### src/rtl/karnaugh_pkg.sv
// Shared definitions for the K-map sweep characteriser: state encoding,
// problem dimensions and the default expected SOP minterm mask.
package karnaugh_pkg;

    localparam int N_VARS     = 4;
    localparam int N_MINTERMS = 16;

    // Truth table of the reference SOP/POS K-map function, bit i = f(i).
    localparam logic [N_MINTERMS-1:0] SOP_MASK = 16'h5057;

    typedef enum logic [1:0] {
        ST_IDLE   = 2'd0,
        ST_SETTLE = 2'd1,
        ST_SAMPLE = 2'd2,
        ST_DONE   = 2'd3
    } state_t;

endpackage

### src/rtl/karnaugh_settle_timer.sv
// Loadable 4-bit down-counter that measures how long each stimulus vector
// is held before the function output is sampled.
module karnaugh_settle_timer (
    input  logic       clk,
    input  logic       rst,
    input  logic       load,
    input  logic [3:0] load_val,
    input  logic       dec,
    output logic       zero
);

    logic [3:0] cnt_r;

    // Load has priority over decrement; otherwise the count holds.
    always_ff @(posedge clk or posedge rst) begin
        if (rst) begin
            cnt_r <= 4'd0;
        end else if (load) begin
            cnt_r <= load_val;
        end else if (dec) begin
            cnt_r <= cnt_r - 4'd1;
        end else begin
            cnt_r <= cnt_r;
        end
    end

    assign zero = (cnt_r == 4'd0);

endmodule

### src/rtl/karnaugh_sweep.sv
// Sweeps a 4-input combinational function through all 16 input codes,
// rebuilds its truth table, counts the ON-set and compares it against an
// expected mask. Every output is registered.
module karnaugh_sweep
    import karnaugh_pkg::*;
#(
    parameter int                    SETTLE = 1,
    parameter logic [N_MINTERMS-1:0] EXPECT = SOP_MASK
) (
    input  logic                  clk,
    input  logic                  rst,
    input  logic                  start,
    input  logic                  abort,
    output logic                  x1,
    output logic                  x2,
    output logic                  x3,
    output logic                  x4,
    input  logic                  f_in,
    output logic                  busy,
    output logic                  done,
    output logic [N_MINTERMS-1:0] minterms,
    output logic [4:0]            count,
    output logic                  match
);

    localparam logic [N_VARS-1:0] LAST_IDX   = 4'(N_MINTERMS - 1);
    localparam logic [3:0]        SETTLE_VAL = 4'(SETTLE);

    state_t                  state_r;
    logic [N_VARS-1:0]       idx_r;
    logic [N_VARS-1:0]       x_r;
    logic                    busy_r;
    logic                    done_r;
    logic [N_MINTERMS-1:0]   minterms_r;
    logic [4:0]              count_r;
    logic                    match_r;

    logic                    abort_s;
    logic                    tmr_load_s;
    logic                    tmr_dec_s;
    logic                    tmr_zero_s;

    // Abort only matters once a sweep is under way.
    assign abort_s = abort && (state_r != ST_IDLE);

    // Timer control: reload when a vector is presented, count down while settling.
    always_comb begin
        tmr_load_s = 1'b0;
        tmr_dec_s  = 1'b0;
        if (abort_s) begin
            tmr_load_s = 1'b0;
            tmr_dec_s  = 1'b0;
        end else begin
            case (state_r)
                ST_IDLE:   tmr_load_s = start;
                ST_SETTLE: tmr_dec_s  = !tmr_zero_s;
                ST_SAMPLE: tmr_load_s = (idx_r != LAST_IDX);
                ST_DONE:   tmr_load_s = 1'b0;
                default:   tmr_load_s = 1'b0;
            endcase
        end
    end

    karnaugh_settle_timer u_timer (
        .clk      (clk),
        .rst      (rst),
        .load     (tmr_load_s),
        .load_val (SETTLE_VAL),
        .dec      (tmr_dec_s),
        .zero     (tmr_zero_s)
    );

    // Sweep FSM with index, stimulus and capture registers.
    always_ff @(posedge clk or posedge rst) begin
        if (rst) begin
            state_r    <= ST_IDLE;
            idx_r      <= 4'd0;
            x_r        <= 4'd0;
            busy_r     <= 1'b0;
            done_r     <= 1'b0;
            minterms_r <= 16'h0000;
            count_r    <= 5'd0;
            match_r    <= 1'b0;
        end else begin
            done_r <= 1'b0;
            if (abort_s) begin
                // Cancelled sweeps leave no partial result behind.
                state_r    <= ST_IDLE;
                idx_r      <= 4'd0;
                x_r        <= 4'd0;
                busy_r     <= 1'b0;
                minterms_r <= 16'h0000;
                count_r    <= 5'd0;
                match_r    <= 1'b0;
            end else begin
                case (state_r)
                    ST_IDLE: begin
                        if (start) begin
                            state_r    <= ST_SETTLE;
                            idx_r      <= 4'd0;
                            x_r        <= 4'd0;
                            busy_r     <= 1'b1;
                            minterms_r <= 16'h0000;
                            count_r    <= 5'd0;
                            match_r    <= 1'b0;
                        end
                    end
                    ST_SETTLE: begin
                        if (tmr_zero_s) begin
                            state_r <= ST_SAMPLE;
                        end
                    end
                    ST_SAMPLE: begin
                        minterms_r[idx_r] <= f_in;
                        count_r           <= count_r + {4'b0000, f_in};
                        if (idx_r == LAST_IDX) begin
                            state_r <= ST_DONE;
                        end else begin
                            idx_r   <= idx_r + 4'd1;
                            x_r     <= idx_r + 4'd1;
                            state_r <= ST_SETTLE;
                        end
                    end
                    ST_DONE: begin
                        done_r  <= 1'b1;
                        busy_r  <= 1'b0;
                        match_r <= (minterms_r == EXPECT);
                        x_r     <= 4'd0;
                        idx_r   <= 4'd0;
                        state_r <= ST_IDLE;
                    end
                    default: begin
                        state_r <= ST_IDLE;
                        busy_r  <= 1'b0;
                        x_r     <= 4'd0;
                    end
                endcase
            end
        end
    end

    assign {x1, x2, x3, x4} = x_r;
    assign busy     = busy_r;
    assign done     = done_r;
    assign minterms = minterms_r;
    assign count    = count_r;
    assign match    = match_r;

endmodule

### config.mk
export PLATFORM = sky130hd
export DESIGN_NAME = karnaugh_sweep
export DESIGN_NICKNAME = d
export VERILOG_FILES = /design/src/rtl/karnaugh_pkg.sv /design/src/rtl/karnaugh_settle_timer.sv /design/src/rtl/karnaugh_sweep.sv
export SDC_FILE = /design/constraint.sdc
export NUM_CORES = 1
export LEC_CHECK = 0
export ABC_AREA = 1
export CORE_UTILIZATION = 30
export CTS_BUF_LIST = sky130_fd_sc_hd__clkbuf_8 sky130_fd_sc_hd__clkbuf_16
export CTS_CLUSTER_DIAMETER = 50
export DETAILED_ROUTE_END_ITERATION = 10
export PLACE_DENSITY = 0.6
export RECOVER_POWER = 50
export SKIP_CTS_REPAIR_TIMING = 1
export SYNTH_ARGS = -nofsm -noshare
export SYNTH_HDL_FRONTEND = slang
export SYNTH_SLANG_ARGS = --single-unit
### constraint.sdc
create_clock -name clk -period 1.57 [get_ports clk]
set_clock_uncertainty 0.2 [all_clocks]
set_input_delay 0.314 -clock clk [delete_from_list [all_inputs] [get_ports clk]]
set_output_delay 0.314 -clock clk [all_outputs]
set_load 0.05 [all_outputs]
* After elaboration in Yosys (flattened, before gate mapping)
Index checks and enable logic that the tools add are counted.
Storage, ports and cells: register bits 34, input port bits 5
Operators by class: add/subtract/negate cells 3, $lt $le $gt $ge 2, equal/unequal tests 9, multiplexer cells 32, reduce and logical (&&, ||, !) cells 14
Operator list (count):
- $mux W16 | 2
- $pmux W16 S2 | 1
- $mux W4 | 5
- $bwmux W16 | 1
- $eq A16 B15 Y1 const B | 1
- $pmux W4 S3 | 1
- $mux W1 | 10
- $mux W5 | 2
- $pmux W5 S2 | 1
- $ne A3 B3 Y1 const B | 3
- $mux W2 | 4
- $pmux W2 S4 | 1
- $pmux W1 S2 | 3
- $reduce_and A2 Y1 | 3
- $reduce_bool A3 Y1 | 2
- $add A5 B1 Y5 | 1
- $lt A4 B5 Y1 const B | 1
- $add A4 B1 Y4 const B | 1
- $demux W1 S4 | 1
- $eq A2 B2 Y1 const B | 2
- $eq A4 B4 Y1 const B | 1
- $ge A4 B1 Y1 const B | 1
- $logic_not A4 Y1 | 1
- $ne A4 B4 Y1 const B | 1
- other kinds (8) | 10

* Depth between registers and ports, before layout
Gate-level depths: netlist of the first run.
depth after elaboration 7, gate-level depth with buffers 11

* By module
A second synthesis of the first run with hierarchy kept.
Unflattened totals: cell total of the unflattened synthesis 331, area total of the unflattened synthesis 2361.0 µm²
Modules (own cells, without submodules):
- karnaugh_sweep | times used 1, cells each 297, area an instance 2120.8 µm², seq. area each 750.7 µm²
- karnaugh_settle_timer | times used 1, cells each 34, area an instance 240.2 µm², seq. area each 100.1 µm²

* Worst setup path after synthesis of the first run
Ideal clock, no wire load.
path kind reg2reg, from register x_r[0] (netlist name), to register x_r[1], library setup time 66 ps, arrival 1555 ps, data required time 1304 ps, path slack -251 ps, cell stages (with the launch flop) 8, path buffers 0, period minus slack after synthesis 1821 ps, cells stage by stage dfrtp_1 > ha_1 > inv_1 > nor2_1 > nand2_1 > nand3_1 > nand2_1 > nand2_1
RTL lines:
- to (signal assigned) | line karnaugh_sweep.sv:120 | x_r <= idx_r + 4'd1;
- to (decl) | line karnaugh_sweep.sv:31 | logic [N_VARS-1:0] x_r;

* Worst setup path in the final report of the first run
from register state_r[0], to register x_r[2]
Between the ends: word-level cells in the longest chain between the ends 4, elaborated cells between the ends (all ways) 11, those cells by class eq/ne (4); mux (2); reduce/logical (5)
Ends and longest elaborated chain:
- from (decl) | line karnaugh_sweep.sv:29 | state_t state_r;
- from (signal assigned) | line karnaugh_sweep.sv:76 | state_r <= ST_IDLE;
- from (signal assigned) | line karnaugh_sweep.sv:88 | state_r <= ST_IDLE;
- from (signal assigned) | line karnaugh_sweep.sv:99 | state_r <= ST_SETTLE;
- $reduce_bool A2 Y1 | line karnaugh_sweep.sv:44 | assign abort_s = abort && (state_r != ST_IDLE);
- $logic_and A1 B1 Y1 | line karnaugh_sweep.sv:44
- $ne A3 B3 Y1 (no line) or $reduce_bool A4 Y1 (tied branches)
- $reduce_and A3 Y1 (no line)
Parallel ways exist; a longest one is shown, timed or not. A chain may end at the register's enable or synchronous reset.

==> impl_metrics.yaml, run 1 <==
placement:
  dp.cells: 467
  gp_congestion: 0.873
  numPortBuffers: 32
  dp_hpwl_um: 4070
  pre_cts_ws_ps: -349
synthesis:
  yosysMostFrequentCell: "nand2_1"
  syn_nets: 333
  synthArstFlopShare: 1.00
  yosysSeqAreaShare: 0.386
  synth_warnings: 0
  synth_area_sq_um: 2200
  yosysTopAreaCellShare: 0.386
  synth-seq-cells: 34
  synth_edf_count: 0
  synth_top_cells_by_count: "nand2_1, nand3_1, dfrtp_1"
  synth_area_per_cell_sq_um: 6.97
  yosys.area.top_type: "dfrtp_1"
  ys_types: 25
  synthFlopType: "dfrtp_1"
  synthCells: 316
  ys_top_cells_by_area: "dfrtp_1, nand2_1, nand3_1, ha_1, nor2_1"
worst_setup_path:
  reg2reg_from: "state_r[0]"
  slowest_stage: "dfrtp_1"
  endpoint_kind: "flip-flop"
  path_max_fanout: 6
  crit_chain: "inv_2 > ha_4 > inv_6 > nand2_8 > nand2_8 > buf_6 > nor2_4 > nor2_2 > nand2_1 > nand2_1"
  critPathKind: "flip-flop to flip-flop"
  r2r_cells: 10
  r2r-end: "x_r[2]"
  required_ps: 1550
  setup.worst_path.start_class: "flip-flop"
  cpPeakStageDelay_ps: 390
  arrival_ps: 1590
  r2r_slack_ps: -40
sta:
  fmax_ghz: 0.619
  setup_viol: 19
  fin_crit_sh: 1.03
  slew_viol_final: 0
  slew_headroom: 0.425
  worstMarginPinSlew_ps: 862
  min_period_ps: 1610
  finalHoldViolCount: 0
  rsz0062_at_grt: "yes"
  fin_ws_ps: -44.9
detailed_routing:
  drt-total-wl_um: 5710
  drc: 0
  vias: 2208
  drtPass1Iterations: 6
  avgViaCountPerCell: 4.56
  route.antenna.remaining_nets: 0
  drt_iter0_markers: 101
  wl_per_cell_um: 11.8
power:
  ir_worst_vdd_v: 0.000619
  power_switching_mw: 2.05
  seqPwrFrac: 0.245
  p_per_area_nw_per_um2: 1310
  power.internal_mw: 2.56
  p_sw_frac: 0.445
  clkPwrFrac: 0.148
  combPwrFrac: 0.608
  design_power_total_mw: 4.61
  leakage_nw: 1.68
cts:
  cts.root.buffer_cell: "clkbuf_8"
  cts_tree: "yes"
  htreeDepth: 2
  worstSkewPairLatency_ps: 290
  cts.clk_slew.worst_paths_ps: 70
  cts_buffer_depth: 2
  cts.sinks: 34
  cts_buffers: 5
finish:
  antennaDiodeCount: 0
  fin_cells: 484
  drive_above_1_share: 0.335
  areaGrowthSynthToFinish_pct: 60.4
  nets: 404
global_routing:
  antenna_found_initial: 0
  grt_pass1_wl_um: 9180
  grt_max_degree: 35
  grt_usage: 0.152
  first_global_vias: 2024
  grt_overflow: 0
hold_path:
  hold_depth: 3
  whs_endpoint: "minterms[12]"
  hp-class: "primary input to flip-flop"
  min_from: "f_in"
floorplan:
  die_area_sq_um: 7690
  die_h_um: 87.7
  core_area_sq_um: 6940
  die_x_um: 87.7
  start_util: 0.317
  io_pins: 33
  row_count: 30
flow_run:
  maxCapViolCount: 0
outcome:
  violations: "negative setup slack"
  status: "finished with violations"
[how the worst max path moves through the flow]
stage | start | end | slack [ps] | depth (start not counted)
floorplan | state_r[0] | minterms[14] | -50 | 11
global placement | f_in | count[4] | -330 | 9
detailed placement | f_in | count[2] | -350 | 6
CTS | state_r[0] | x_r[1] | -100 | 10
global route | state_r[0] | minterms[9] | -130 | 10
finish | state_r[0] | x_r[2] | -40 | 10
[sequential cells by signal (all words and copies together) (netlist names)]
signal,flops
u_timer.cnt_r,4
count,5
minterms,16
busy,1
match,1
done,1
state_r,2
x_r,4
[routing by layer]
metal | track usage | wire length, um | vias to the layer above
met1 | 0.188 | 2590 | 1013
li1 | - | - | 1152
met4 | 0.0447 | 64 | 0
met5 | 0 | 0 | -
met2 | 0.265 | 2890 | 37
met3 | 0.0339 | 161 | 6
[power groups by stage]
stage,Sequential (mW),Clock [mW],Combinational [mW]
after floorplan,1.30,0,1.33
after global placement,1.13,0,2.30
after detailed placement,1.14,0,2.33
after CTS,1.12,0.701,2.34
after global routing,1.15,0.735,3.08
final,1.13,0.682,2.80
[metrics by stage]
stage	utilization	cell area [sq um]	hold slack (ps)	setup TNS, ps
global placement	0.456	3160	290	-8710
global route	0.509	3530	256	-2920
finish	0.509	3530	224	-293
CTS	0.469	3260	182	-1160
floorplan	-	2250	255	-264
detailed placement	0.456	3160	309	-8770
[cell usage in the layout, fill, tap and decap left out, types with 2 or more instances in the layout]
| cell | instances |
|---|---|
| ha_2 | 2 |
| nand2_8 | 2 |
| nand3_1 | 32 |
| xor2_1 | 2 |
| nor2_4 | 3 |
| o21ai_1 | 11 |
| nand3_2 | 7 |
| dfrtp_2 | 6 |
| clkdlybuf4s50_1 | 2 |
| nand2_2 | 10 |
| clkbuf_8 | 6 |
| nand2_1 | 108 |
| nor2_2 | 5 |
| inv_1 | 25 |
| buf_12 | 29 |
| inv_2 | 6 |
| ha_1 | 4 |
| ha_4 | 6 |
| nand2_4 | 3 |
| dlymetal6s2s_1 | 2 |
| inv_6 | 3 |
| nand4_1 | 10 |
| nor2_1 | 28 |
| buf_4 | 27 |
| dfrtp_1 | 28 |
| o21ai_0 | 3 |
| buf_6 | 9 |
| o21ai_2 | 2 |
[final cells by class]
cell class	instances	area (sq um)
inverter	32	138
timing repair inverter	2	17.5
sequential	34	858
tap	96	120
fill	648	3410
timing repair buffer	70	935
clock inverter	2	8.76
multi-input combinational	242	1380
clock buffer	6	82.6
[logic make-up after synthesis]
| family | synth area share |
|---|---|
| and+or+nand+nor | 0.413 |
| AOI/OAI and AO/OA | 0.0386 |
| adders and majority gates | 0.0681 |
| buffers and inverters | 0.0863 |
| DFF | 0.386 |
| xor gates and xnor gates | 0.00795 |
[worst max-delay path: cells and delay by family, from the launching register on]
kind,cells,cell delay [ps]
fa+ha+maj,1,180
buf+inv,3,300
flops,1,390
simple gates,6,440
(Power assumes the default switching activity.)
==> run 2: changes to the inputs <==
--- a/config.mk
+++ b/config.mk
@@ -13,6 +13,7 @@
 export PLACE_DENSITY = 0.6
 export RECOVER_POWER = 50
 export SKIP_CTS_REPAIR_TIMING = 1
+export SLEW_MARGIN = 40
 export SYNTH_ARGS = -nofsm -noshare
 export SYNTH_HDL_FRONTEND = slang
 export SYNTH_SLANG_ARGS = --single-unit
==> results of run 2 <==
The final DEF is identical to that of run 1; final timing and power are the same.
